$ cat config.mk
export PLATFORM = sky130hd
export DESIGN_NAME = traffic_light_fsm_flat
export DESIGN_NICKNAME = d
export VERILOG_FILES = /design/src/rtl/traffic_light_fsm_if.sv /design/src/rtl/traffic_light_fsm.sv /design/src/flat_wrapper.sv
export SDC_FILE = /design/constraint.sdc
export NUM_CORES = 1
export LEC_CHECK = 0
export ABC_AREA = 1
export CAP_MARGIN = 20
export CORE_MARGIN = 5
export CORE_UTILIZATION = 45
export CTS_CLUSTER_SIZE = 10
export DETAILED_ROUTE_END_ITERATION = 10
export MAX_ROUTING_LAYER = met4
export PLACE_DENSITY_LB_ADDON = 0.2
export SYNTH_ARGS = -nofsm -noshare
export SYNTH_HDL_FRONTEND = slang
export SYNTH_SLANG_ARGS = --single-unit
$ cat constraint.sdc
create_clock -name clock -period 1.21 [get_ports clock]
set_input_delay 0.363 -clock clock [delete_from_list [all_inputs] [get_ports clock]]
set_output_delay 0.363 -clock clock [all_outputs]
set_load 0.005 [all_outputs]
$ cat src/rtl/traffic_light_fsm_if.sv
`timescale 1ns/1ps
// traffic_light_fsm_if
// Signal bundle between the intersection sequencer and its surroundings:
// tick time base, walk register, side-street sensor, both signal heads,
// the walk lamp and the walk-register clear strobe.
interface traffic_light_fsm_if;
   logic Tick;
   logic WR;
   logic Sensor;
   logic Main_Red;
   logic Main_Yellow;
   logic Main_Green;
   logic Side_Red;
   logic Side_Yellow;
   logic Side_Green;
   logic Walk_Lamp;
   logic WR_Reset;

   // Environment side: drives the time base and requests, observes the lamps.
   modport master (
      output Tick, WR, Sensor,
      input  Main_Red, Main_Yellow, Main_Green,
      input  Side_Red, Side_Yellow, Side_Green,
      input  Walk_Lamp, WR_Reset
   );

   // Controller side.
   modport slave (
      input  Tick, WR, Sensor,
      output Main_Red, Main_Yellow, Main_Green,
      output Side_Red, Side_Yellow, Side_Green,
      output Walk_Lamp, WR_Reset
   );
endinterface

$ cat src/rtl/traffic_light_fsm.sv
`timescale 1ns/1ps
// traffic_light_fsm
// Main sequencing state machine of the intersection controller. Every phase
// is timed by a 4-bit down-counter that advances only on Tick, so phase
// lengths are counted in ticks rather than clocks. Lamps and the walk
// register clear strobe are registered and change on the same edge as the
// state register.
module traffic_light_fsm #(
   parameter int T_BASE = 6,  // base green, ticks (1..15)
   parameter int T_EXT  = 3,  // shortened second green and walk, ticks (1..15)
   parameter int T_YEL  = 2   // yellow, ticks (1..15)
) (
   input logic                 clock,
   input logic                 Reset,
   traffic_light_fsm_if.slave  bus
);

   typedef enum logic [2:0] {
      S_MG,
      S_MG2,
      S_MY,
      S_WALK,
      S_SG,
      S_SY
   } state_t;

   typedef struct packed {
      logic main_red;
      logic main_yellow;
      logic main_green;
      logic side_red;
      logic side_yellow;
      logic side_green;
      logic walk;
   } lamps_t;

   // Counter load values are duration-1: a phase ends on the tick that finds 0.
   localparam logic [3:0] L_BASE = 4'(T_BASE - 1);
   localparam logic [3:0] L_EXT  = 4'(T_EXT - 1);
   localparam logic [3:0] L_YEL  = 4'(T_YEL - 1);

   state_t     r_state;
   logic [3:0] r_count;
   lamps_t     r_lamps;
   logic       r_wr_reset;

   logic       w_expire;
   state_t     w_next;
   logic [3:0] w_load;

   // Lamp pattern shown in each state; any unused encoding shows all red.
   function automatic lamps_t decode(state_t s);
      lamps_t l;
      l = '{main_red: 1'b1, side_red: 1'b1, default: 1'b0};
      case (s)
         S_MG, S_MG2: l = '{main_green: 1'b1, side_red: 1'b1, default: 1'b0};
         S_MY:        l = '{main_yellow: 1'b1, side_red: 1'b1, default: 1'b0};
         S_WALK:      l = '{main_red: 1'b1, side_red: 1'b1, walk: 1'b1, default: 1'b0};
         S_SG:        l = '{main_red: 1'b1, side_green: 1'b1, default: 1'b0};
         S_SY:        l = '{main_red: 1'b1, side_yellow: 1'b1, default: 1'b0};
         default:     l = '{main_red: 1'b1, side_red: 1'b1, default: 1'b0};
      endcase
      return l;
   endfunction

   // Successor state and its counter load, used only when the phase expires.
   always_comb begin
      // NOTE: every output of this block gets a default first, so no path leaves it unassigned and no latch is inferred.
      w_expire = bus.Tick && (r_count == 4'd0);
      w_next   = S_MG;
      w_load   = L_BASE;
      case (r_state)
         S_MG: begin
            // Sensor is looked at only on this edge; later changes do not shorten MG2 further.
            w_next = S_MG2;
            w_load = bus.Sensor ? L_EXT : L_BASE;
         end
         S_MG2: begin
            w_next = S_MY;
            w_load = L_YEL;
         end
         S_MY: begin
            // A request that arrives after this edge waits for the next main yellow.
            w_next = bus.WR ? S_WALK : S_SG;
            w_load = bus.WR ? L_EXT : L_BASE;
         end
         S_WALK: begin
            w_next = S_SG;
            w_load = L_BASE;
         end
         S_SG: begin
            w_next = S_SY;
            w_load = L_YEL;
         end
         S_SY: begin
            w_next = S_MG;
            w_load = L_BASE;
         end
         default: begin
            w_next = S_MG;
            w_load = L_BASE;
         end
      endcase
   end

   // State, phase counter and registered outputs; Reset wins over Tick.
   always_ff @(posedge clock) begin
      // NOTE: all state here uses <= so every register samples the pre-edge values of the others.
      if (Reset) begin
         r_state    <= S_MG;
         r_count    <= L_BASE;
         r_lamps    <= decode(S_MG);
         r_wr_reset <= 1'b1;
      end else begin
         r_wr_reset <= 1'b0;
         if (w_expire) begin
            r_state    <= w_next;
            r_count    <= w_load;
            r_lamps    <= decode(w_next);
            r_wr_reset <= (w_next == S_WALK);
         end else if (bus.Tick) begin
            r_count <= r_count - 4'd1;
         end
      end
   end

   assign bus.Main_Red    = r_lamps.main_red;
   assign bus.Main_Yellow = r_lamps.main_yellow;
   assign bus.Main_Green  = r_lamps.main_green;
   assign bus.Side_Red    = r_lamps.side_red;
   assign bus.Side_Yellow = r_lamps.side_yellow;
   assign bus.Side_Green  = r_lamps.side_green;
   assign bus.Walk_Lamp   = r_lamps.walk;
   assign bus.WR_Reset    = r_wr_reset;

endmodule

$ cat src/flat_wrapper.sv
// flat-port wrapper written by rule: the top's interface ports become plain ports
module traffic_light_fsm_flat 
#(
   parameter int T_BASE = 6,                              
   parameter int T_EXT  = 3,                                                   
   parameter int T_YEL  = 2                           
)
  (clock, Reset, bus_Tick, bus_WR, bus_Sensor, bus_Main_Red, bus_Main_Yellow, bus_Main_Green, bus_Side_Red, bus_Side_Yellow, bus_Side_Green, bus_Walk_Lamp, bus_WR_Reset);
  traffic_light_fsm_if bus_i ();
  input logic clock;
  input logic Reset;
  input wire logic [$bits(bus_i.Tick)-1:0] bus_Tick;
  input wire logic [$bits(bus_i.WR)-1:0] bus_WR;
  input wire logic [$bits(bus_i.Sensor)-1:0] bus_Sensor;
  output wire logic [$bits(bus_i.Main_Red)-1:0] bus_Main_Red;
  output wire logic [$bits(bus_i.Main_Yellow)-1:0] bus_Main_Yellow;
  output wire logic [$bits(bus_i.Main_Green)-1:0] bus_Main_Green;
  output wire logic [$bits(bus_i.Side_Red)-1:0] bus_Side_Red;
  output wire logic [$bits(bus_i.Side_Yellow)-1:0] bus_Side_Yellow;
  output wire logic [$bits(bus_i.Side_Green)-1:0] bus_Side_Green;
  output wire logic [$bits(bus_i.Walk_Lamp)-1:0] bus_Walk_Lamp;
  output wire logic [$bits(bus_i.WR_Reset)-1:0] bus_WR_Reset;
  assign bus_i.Tick = bus_Tick;
  assign bus_i.WR = bus_WR;
  assign bus_i.Sensor = bus_Sensor;
  assign bus_Main_Red = bus_i.Main_Red;
  assign bus_Main_Yellow = bus_i.Main_Yellow;
  assign bus_Main_Green = bus_i.Main_Green;
  assign bus_Side_Red = bus_i.Side_Red;
  assign bus_Side_Yellow = bus_i.Side_Yellow;
  assign bus_Side_Green = bus_i.Side_Green;
  assign bus_Walk_Lamp = bus_i.Walk_Lamp;
  assign bus_WR_Reset = bus_i.WR_Reset;
  traffic_light_fsm #(.T_BASE(T_BASE), .T_EXT(T_EXT), .T_YEL(T_YEL)) u_core (.clock(clock), .Reset(Reset), .bus(bus_i));
endmodule
==> results.md, run 1 <==
* Crit path arrival time at 1410 ps
* Cell family with most CP delay: simple AND/OR/NAND/NOR gates
* Die ar. at 2690 sq um
* Mux share of post-synthesis cell area at 0%
* Sequential fraction of the synthesis area at 38.2%
* Largest family of logic cells by synthesized area: simple AND/OR/NAND/NOR gates
* Setup WS pre-CTS at -407 ps
* Synth Area in Adders at 3.18%
* Largest stage delay, worst path at 340 ps
* Ys Warns at 0
* Crit. End Element: flip-flop
* Worst slew margin at 79.2%
* Post-synth EDFFs at 0
* Total Routed Length at 1650 um
* Reg clk slew, reported paths at 100 ps
* RSZ-0062 raised after global routing: yes
* Diodes inserted at 0
* Slack of the worst reg-to-reg path at 40 ps
* Vias in the first global route at 667
* Critical path buffers and inverters at 2
* Post-CTS Hold Buffers at 0
* Tcrit/Tclk final at 96.9%
* Grt ovf at 0
* Per-cell routed wire length at 11.3 um
* Clk Tree Root Cell: clkbuf_4
* Worst skew pair latency at 290 ps
* CP startpoint kind: flip-flop
* Number of max-cap violations at 0
* Number of buffers created by CTS at 3
* Initial antenna violation count at 0
* Synth cell types at 23
* Synthesized Nets at 113
* Synthesized cell area at 787 sq um
* Mean Syn Cell Area at 7.42 sq um
* CTS sink count at 15
* Hpwl dp at 1260 um
* Most used DFF post-synth: dfxtp_1
* Non-filler cells in the finished layout at 146
* Critical path cell sequence: inv_2, ha_4, inv_1, nor2_4, nand2_4, nor2_4, nand2_1, nand3_2
* RR Endpoint: u_core.r_state[1]
* Worst Path Max Fanout at 8
* Via/cell ratio at 4.92
* Final Hold Fails at 0
* Gp weighted congestion at 0.882
* HP Start: u_core.bus.Main_Yellow
* Pwr Density at 936 nW/um^2
* Hold Path Sink: u_core.bus.Main_Yellow
* Die Y at 51.8 um
* Simple-gate share of the synthesized area at 45.6%
* Depth of the most critical reg-to-reg path at 8
* First-pass GRT wire length at 2790 um
* Port Buffers at 12
* Area fraction in compound gates after synthesis at 7.15%
* Starting DRT DRC Count at 9
* Synthesis-stage register bit count at 15
* Hold Slack at 445 ps
* Critical Path RT at ~1400 ps
* I/O pin total at 13
* CORE AREA at 1690 sq um
* Placed instance count at about 140
* Skew final at 11.0 ps
* Final setup margin at around 37 ps
* CTS max path bufs at 2
* P_leak at 0.000519 uW
* Critical path's most frequent cell: nor2_4
* Worst hold stages at 2
* Vias after detailed routing at between 700 and 800
* Total track usage at 15.2%
* Nets at ~140
* Slowest CP cell: dfxtp_2
* Final Max Slew Viols at 0
* Minimum clock period at ~1200 ps
* Leading area contributor after synthesis: dfxtp_1
* Area Overhead vs Synth at 28.1%
* CTS H-tree depth at 1
* CTS tree: built
* Largest net degree at the start of global routing at 10
* DIE WIDTH at 51.8 um
* Initial Util at a little under half
* Peak VDD IR at 0.732 mV
* Pre-antenna DRT Iters at 4
* Num rows at 15
* Top cells by instance count after synthesis: nand2_1, dfxtp_1, inv_1, nand3_1, inv_2
* Share of layout cells above drive strength 1 at between 40% and 50%
* Most frequent cell after synthesis: nand2_1
* Synth Area in XOR/XNOR at 0%
* Fmax at 0.853 GHz
* Final antenna-violating net count at 0
* Top post-synthesis cells by area: dfxtp_1, nand2_1, nand3_1, nor2_4, nand3_2
* Min-Delay Path Class: reg -> reg
* Critical path class: reg -> reg
* Outcome: finished clean
* DRC Markers at 0
* Setup TNS at 0 ps
* Count of final setup violators at 0
* Reg2reg start: u_core.r_count[0]
* Async SR Flop Fraction at 0%
* Transition time of the tightest slew-check pin at between 300 and 400 ps
* Top-area cell type share of the netlist area at 38.2%
* Post-synthesis instance total at 106
-- cell families (layout without fill, tap and decap cells) --
group	count (synthesis)	after routing
fa+ha+maj	2	2
buf+inv	12	35
compound gates	10	10
flops	15	15
simple gates	67	67
-- flip-flops by register name (all words and copies together), names as in the netlist --
register	cells
u_core.bus.Main_Green	1
u_core.bus.Main_Red	1
u_core.bus.Main_Yellow	1
u_core.bus.Side_Green	1
u_core.bus.Side_Red	1
u_core.bus.Side_Yellow	1
u_core.bus.WR_Reset	1
u_core.bus.Walk_Lamp	1
u_core.r_count	4
u_core.r_state	3
-- where the power goes --
part	leakage (uW)	internal, uW	switching (uW)
Combinational	0.000380	64.4	70.0
Clock	0.0000150	128	168
Sequential	0.000124	505	7.95
-- worst reg2reg max path, delay by kind of cell (launching register included) --
family	cells	cell delay, ps
flops	1	340
simple gates	5	510
fa+ha+maj	1	140
buf+inv	2	130
-- worst max-delay path by stage --
| stage | slack (ps) | cells past startpoint | start | to |
|---|---|---|---|---|
| global placement | -400 | 6 | bus_Tick | u_core.r_count[0] |
| floorplan | 10 | 9 | u_core.r_count[0] | u_core.r_count[2] |
| CTS | 10 | 1 | u_core.bus.Side_Red | bus_Side_Red |
| detailed placement | -410 | 6 | bus_Tick | u_core.r_count[0] |
| global route | -30 | 9 | u_core.r_count[1] | u_core.r_count[2] |
| finish | 40 | 8 | u_core.r_count[0] | u_core.r_state[1] |
-- metrics by stage --
stage / cell area (sq um) / power [uW] / util [%]
floorplan: 787 / 590 / -
global placement: 983 / 652 / 58.2
detailed placement: 983 / 653 / 58.2
CTS: 1040 / 950 / 61.4
global route: 1010 / 1010 / 59.7
finish: 1010 / 944 / 59.7
-- layout make-up --
cell class                      count  area, sq um
Timing Repair Buffer               20          139
Sequential cell                    15          313
Inverter                           11         41.3
Tap cell                           17         21.3
Multi-Input combinational cell     79          468
Clock buffer                        4         26.3
Fill cell                         161          681
-- routing by layer --
layer  routed length [um]  track usage [%]  part of all wire (%)  up-vias
li1                     -                -                     -      379
met1                  822             18.7                    50      320
met2                  682             20.7                    41       16
met3                   83             3.44                   5.0        4
met4                   58             13.1                   3.5        0
met5                    0                -                     0        -
-- repair_timing --
item,CTS,global route
pin swaps,5,2
gates resized for setup,31,12
buffers inserted,1,0
setup endpoints to repair,20,17
-- layout by cell type, fill, tap and decap left out --
master and instances:
a21oi_1 3, a21oi_2 1, buf_4 8, clkbuf_1 1, clkbuf_2 8, clkbuf_4 3, clkdlybuf4s50_1 3, dfxtp_1 5
dfxtp_2 10, dlygate4sd2_1 1, ha_1 1, ha_4 1, inv_1 5, inv_2 6, nand2_1 37, nand2_2 4
nand2_4 2, nand3_1 6, nand3_2 4, nand3b_1 1, nor2_1 3, nor2_2 2, nor2_4 4, nor2_8 1
nor3_1 1, nor3_2 1, o211ai_1 1, o21ai_0 2, o21ai_1 3, or2_1 1
No activity file was read; power rests on OpenSTA's default activity.
==> run 2, diff against run 1 <==
--- a/config.mk
+++ b/config.mk
@@ -13,6 +13,8 @@
 export DETAILED_ROUTE_END_ITERATION = 10
 export MAX_ROUTING_LAYER = met4
 export PLACE_DENSITY_LB_ADDON = 0.2
+export SETUP_SLACK_MARGIN = 0.1
+export SKIP_LAST_GASP = 1
 export SYNTH_ARGS = -nofsm -noshare
 export SYNTH_HDL_FRONTEND = slang
 export SYNTH_SLANG_ARGS = --single-unit
==> results.md, run 2 (same netlist as run 1, synthesis figures left out) <==
* Outcome: finished clean (unchanged)
* Diodes inserted at 0 (unchanged)
* CP startpoint kind: input pin (was flip-flop)
* Count of final setup violators at 0 (unchanged)
* Clk Tree Root Cell: clkbuf_4 (unchanged)
* Regs by FF count: u_core.r_count: 4 flops, u_core.r_state: 3 flops (unchanged)
* Setup TNS at 0 ps (unchanged)
* Per-cell routed wire length at 11.9 um (was 11.3 um)
* Worst hold stages at 2 (unchanged)
* Minimum clock period at 1190 ps (was 1170 ps)
* Post-CTS Hold Buffers at 0 (unchanged)
* Hold Path Sink: u_core.bus.Walk_Lamp (was u_core.bus.Main_Yellow)
* Via/cell ratio at 5.07 (was 4.92)
* Transition time of the tightest slew-check pin at 228 ps (was 312 ps)
* Number of buffers created by CTS at 3 (unchanged)
* Grt ovf at 0 (unchanged)
* Starting DRT DRC Count at 15 (was 9)
* Tcrit/Tclk final at 98.7% (was 96.9%)
* Pre-antenna DRT Iters at 4 (unchanged)
* Final Max Slew Viols at 0 (unchanged)
* Register share of total power at 53.3% (was 54.4%)
* Final Hold Fails at 0 (unchanged)
* Clock power share at 31.8% (was 31.4%)
* Initial Util at 46.6% (unchanged)
* Worst Path Max Fanout at 3 (was 8)
* Critical path class: in -> reg (was reg -> reg)
* RSZ-0062 raised after global routing: yes (unchanged)
* Crit. End Element: flip-flop (unchanged)
* Number of max-cap violations at 0 (unchanged)
* GR Layer Usage met3 at 3.44% (unchanged)
* Sw Ratio at 27.0% (was 26.1%)
* CTS sink count at 15 (unchanged)
* Peak VDD IR at 0.510 mV (was 0.732 mV)
* Vias after detailed routing at 755 (was 719)
* M2 GR Usage at 26.8% (was 20.7%)
* Die ar. at 2690 sq um (unchanged)
* CTS H-tree depth at 1 (unchanged)
* Logic pwr share at 14.8% (was 14.2%)
* Min-Delay Path Class: reg -> reg (unchanged)
* Total Routed Length at 1780 um (was 1650 um)
* Depth of the most critical reg-to-reg path at 7 (was 8)
* Gp weighted congestion at 0.834 (was 0.882)
* HP Start: u_core.bus.Walk_Lamp (was u_core.bus.Main_Yellow)
* Hpwl dp at 1250 um (was 1260 um)
* Die Y at 51.8 um (unchanged)
* Fill count at 150 (was 161)
* Int Pwr at 703 uW (was 698 uW)
* Port Buffers at 12 (unchanged)
* RR Endpoint: u_core.r_count[0] (was u_core.r_state[1])
* P_leak at 0.000533 uW (was 0.000519 uW)
* CTS max path bufs at 2 (unchanged)
* Net switching power at 260 uW (was 246 uW)
* Reg clk slew, reported paths at 90 ps (was 100 ps)
* Worst skew pair latency at 300 ps (was 290 ps)
* Vias in the first global route at 764 (was 667)
* DIE WIDTH at 51.8 um (unchanged)
* Most frequent cells in the layout: nand2_1, buf_4, dfxtp_2 (was nand2_1, dfxtp_2, clkbuf_2, buf_4)
* Grt peak-use layer: met2 (unchanged)
* Initial antenna violation count at 0 (unchanged)
* Skew final at 9.61 ps (was 11.0 ps)
* GR Util met1 at 17.0% (was 18.7%)
* Nets at 140 (was 137)
* CORE AREA at 1690 sq um (unchanged)
* Worst slew margin at 84.7% (was 79.2%)
* Crit path arrival time at 1440 ps (was 1410 ps)
* Fmax at 0.837 GHz (was 0.853 GHz)
* Area Overhead vs Synth at 34.0% (was 28.1%)
* DRC Markers at 0 (unchanged)
* Hold Slack at 448 ps (was 445 ps)
* Critical Path RT at 1450 ps (was 1440 ps)
* Pwr Density at 913 nW/um^2 (was 936 nW/um^2)
* Max reg flops at 4 (unchanged)
* Share of layout cells above drive strength 1 at 46.2% (was 42.6%)
* Largest net degree at the start of global routing at 10 (unchanged)
* Commonest non-fill, non-tap cell in the layout: nand2_1 (unchanged)
* I/O pin total at 13 (unchanged)
* First-pass GRT wire length at 3080 um (was 2790 um)
* Num rows at 15 (unchanged)
* Reg with most FFs: u_core.r_count (unchanged)
* CTS tree: built (unchanged)
* Slack of the worst reg-to-reg path at 30 ps (was 40 ps)
* Final antenna-violating net count at 0 (unchanged)
* Total track usage at 15.7% (was 15.2%)
* Reg2reg start: u_core.r_count[1] (was u_core.r_count[0])
-- run 2: changes by cell type in the layout (fill, tap and decap cells not counted), sizes merged --
| cell | change |
|---|---|
| clkbuf | -8 |
| buf | +11 |
-- run 2: power groups by stage --
stage                     Sequential [uW]  Clock (uW)  Combinational [uW]
after floorplan                       524           0                78.8
after global placement                524           0                 125
after detailed placement              525           0                 128
after CTS                             513         313                 136
after global routing                  515         337                 158
final                                 513         307                 143
-- run 2: critical path, stage by stage --
cell	delay (ps)
clkdlybuf4s50_1	480
nand2_1	110
nor3_4	220
buf_4	140
nand2_2	60
nand3_2	70
-- run 2: layer usage --
layer  vias to the layer above  wire (um)
met5                         -          0
met4                         0         46
met3                         5         62
met2                        19        858
met1                       343        808
li1                        388          -
-- run 2: timing repair --
item / in CTS / in global routing
pin swaps: 7 / 8
setup buffers: 4 / 2
resized for setup: 43 / 8
setup endpoints to repair: 23 / 22
-- run 2: worst max path at each step --
| stage | startpoint | to | slack, ps | cells after the start |
|---|---|---|---|---|
| after floorplan | u_core.r_count[0] | u_core.r_count[2] | 100 | 9 |
| after global placement | bus_Tick | u_core.r_count[2] | -380 | 8 |
| after detailed placement | bus_Tick | u_core.r_count[2] | -410 | 8 |
| after CTS | u_core.r_count[0] | u_core.r_count[2] | 20 | 9 |
| after global routing | u_core.r_count[1] | u_core.r_count[2] | -40 | 9 |
| final | bus_WR | u_core.r_state[1] | 20 | 6 |
-- run 2: through the flow --
| stage | total power, uW | area (sq um) | worst slack, ps | instances | util [%] |
|---|---|---|---|---|---|
| global placement | 650 | 980 | -379 | 139 | 58.0 |
| global route | 1010 | 1050 | -39.0 | 149 | 62.4 |
| CTS | 962 | 1010 | 20.3 | 147 | 59.8 |
| floorplan | 603 | 806 | 102 | 106 | - |
| finish | 963 | 1050 | 15.5 | 149 | 62.4 |
| detailed placement | 653 | 980 | -414 | 139 | 58.0 |
-- run 2: layout make-up --
| type | instances | area (sq um) | share of cell area (%) |
|---|---|---|---|
| multi-input combinational | 79 | 477 | 45.2 |
| inverter | 11 | 43.8 | 4.15 |
| sequential | 15 | 313 | 29.7 |
| clock buffer | 4 | 26.3 | 2.49 |
| tap | 17 | 21.3 | 2.02 |
| timing repair buffer | 23 | 174 | 16.5 |
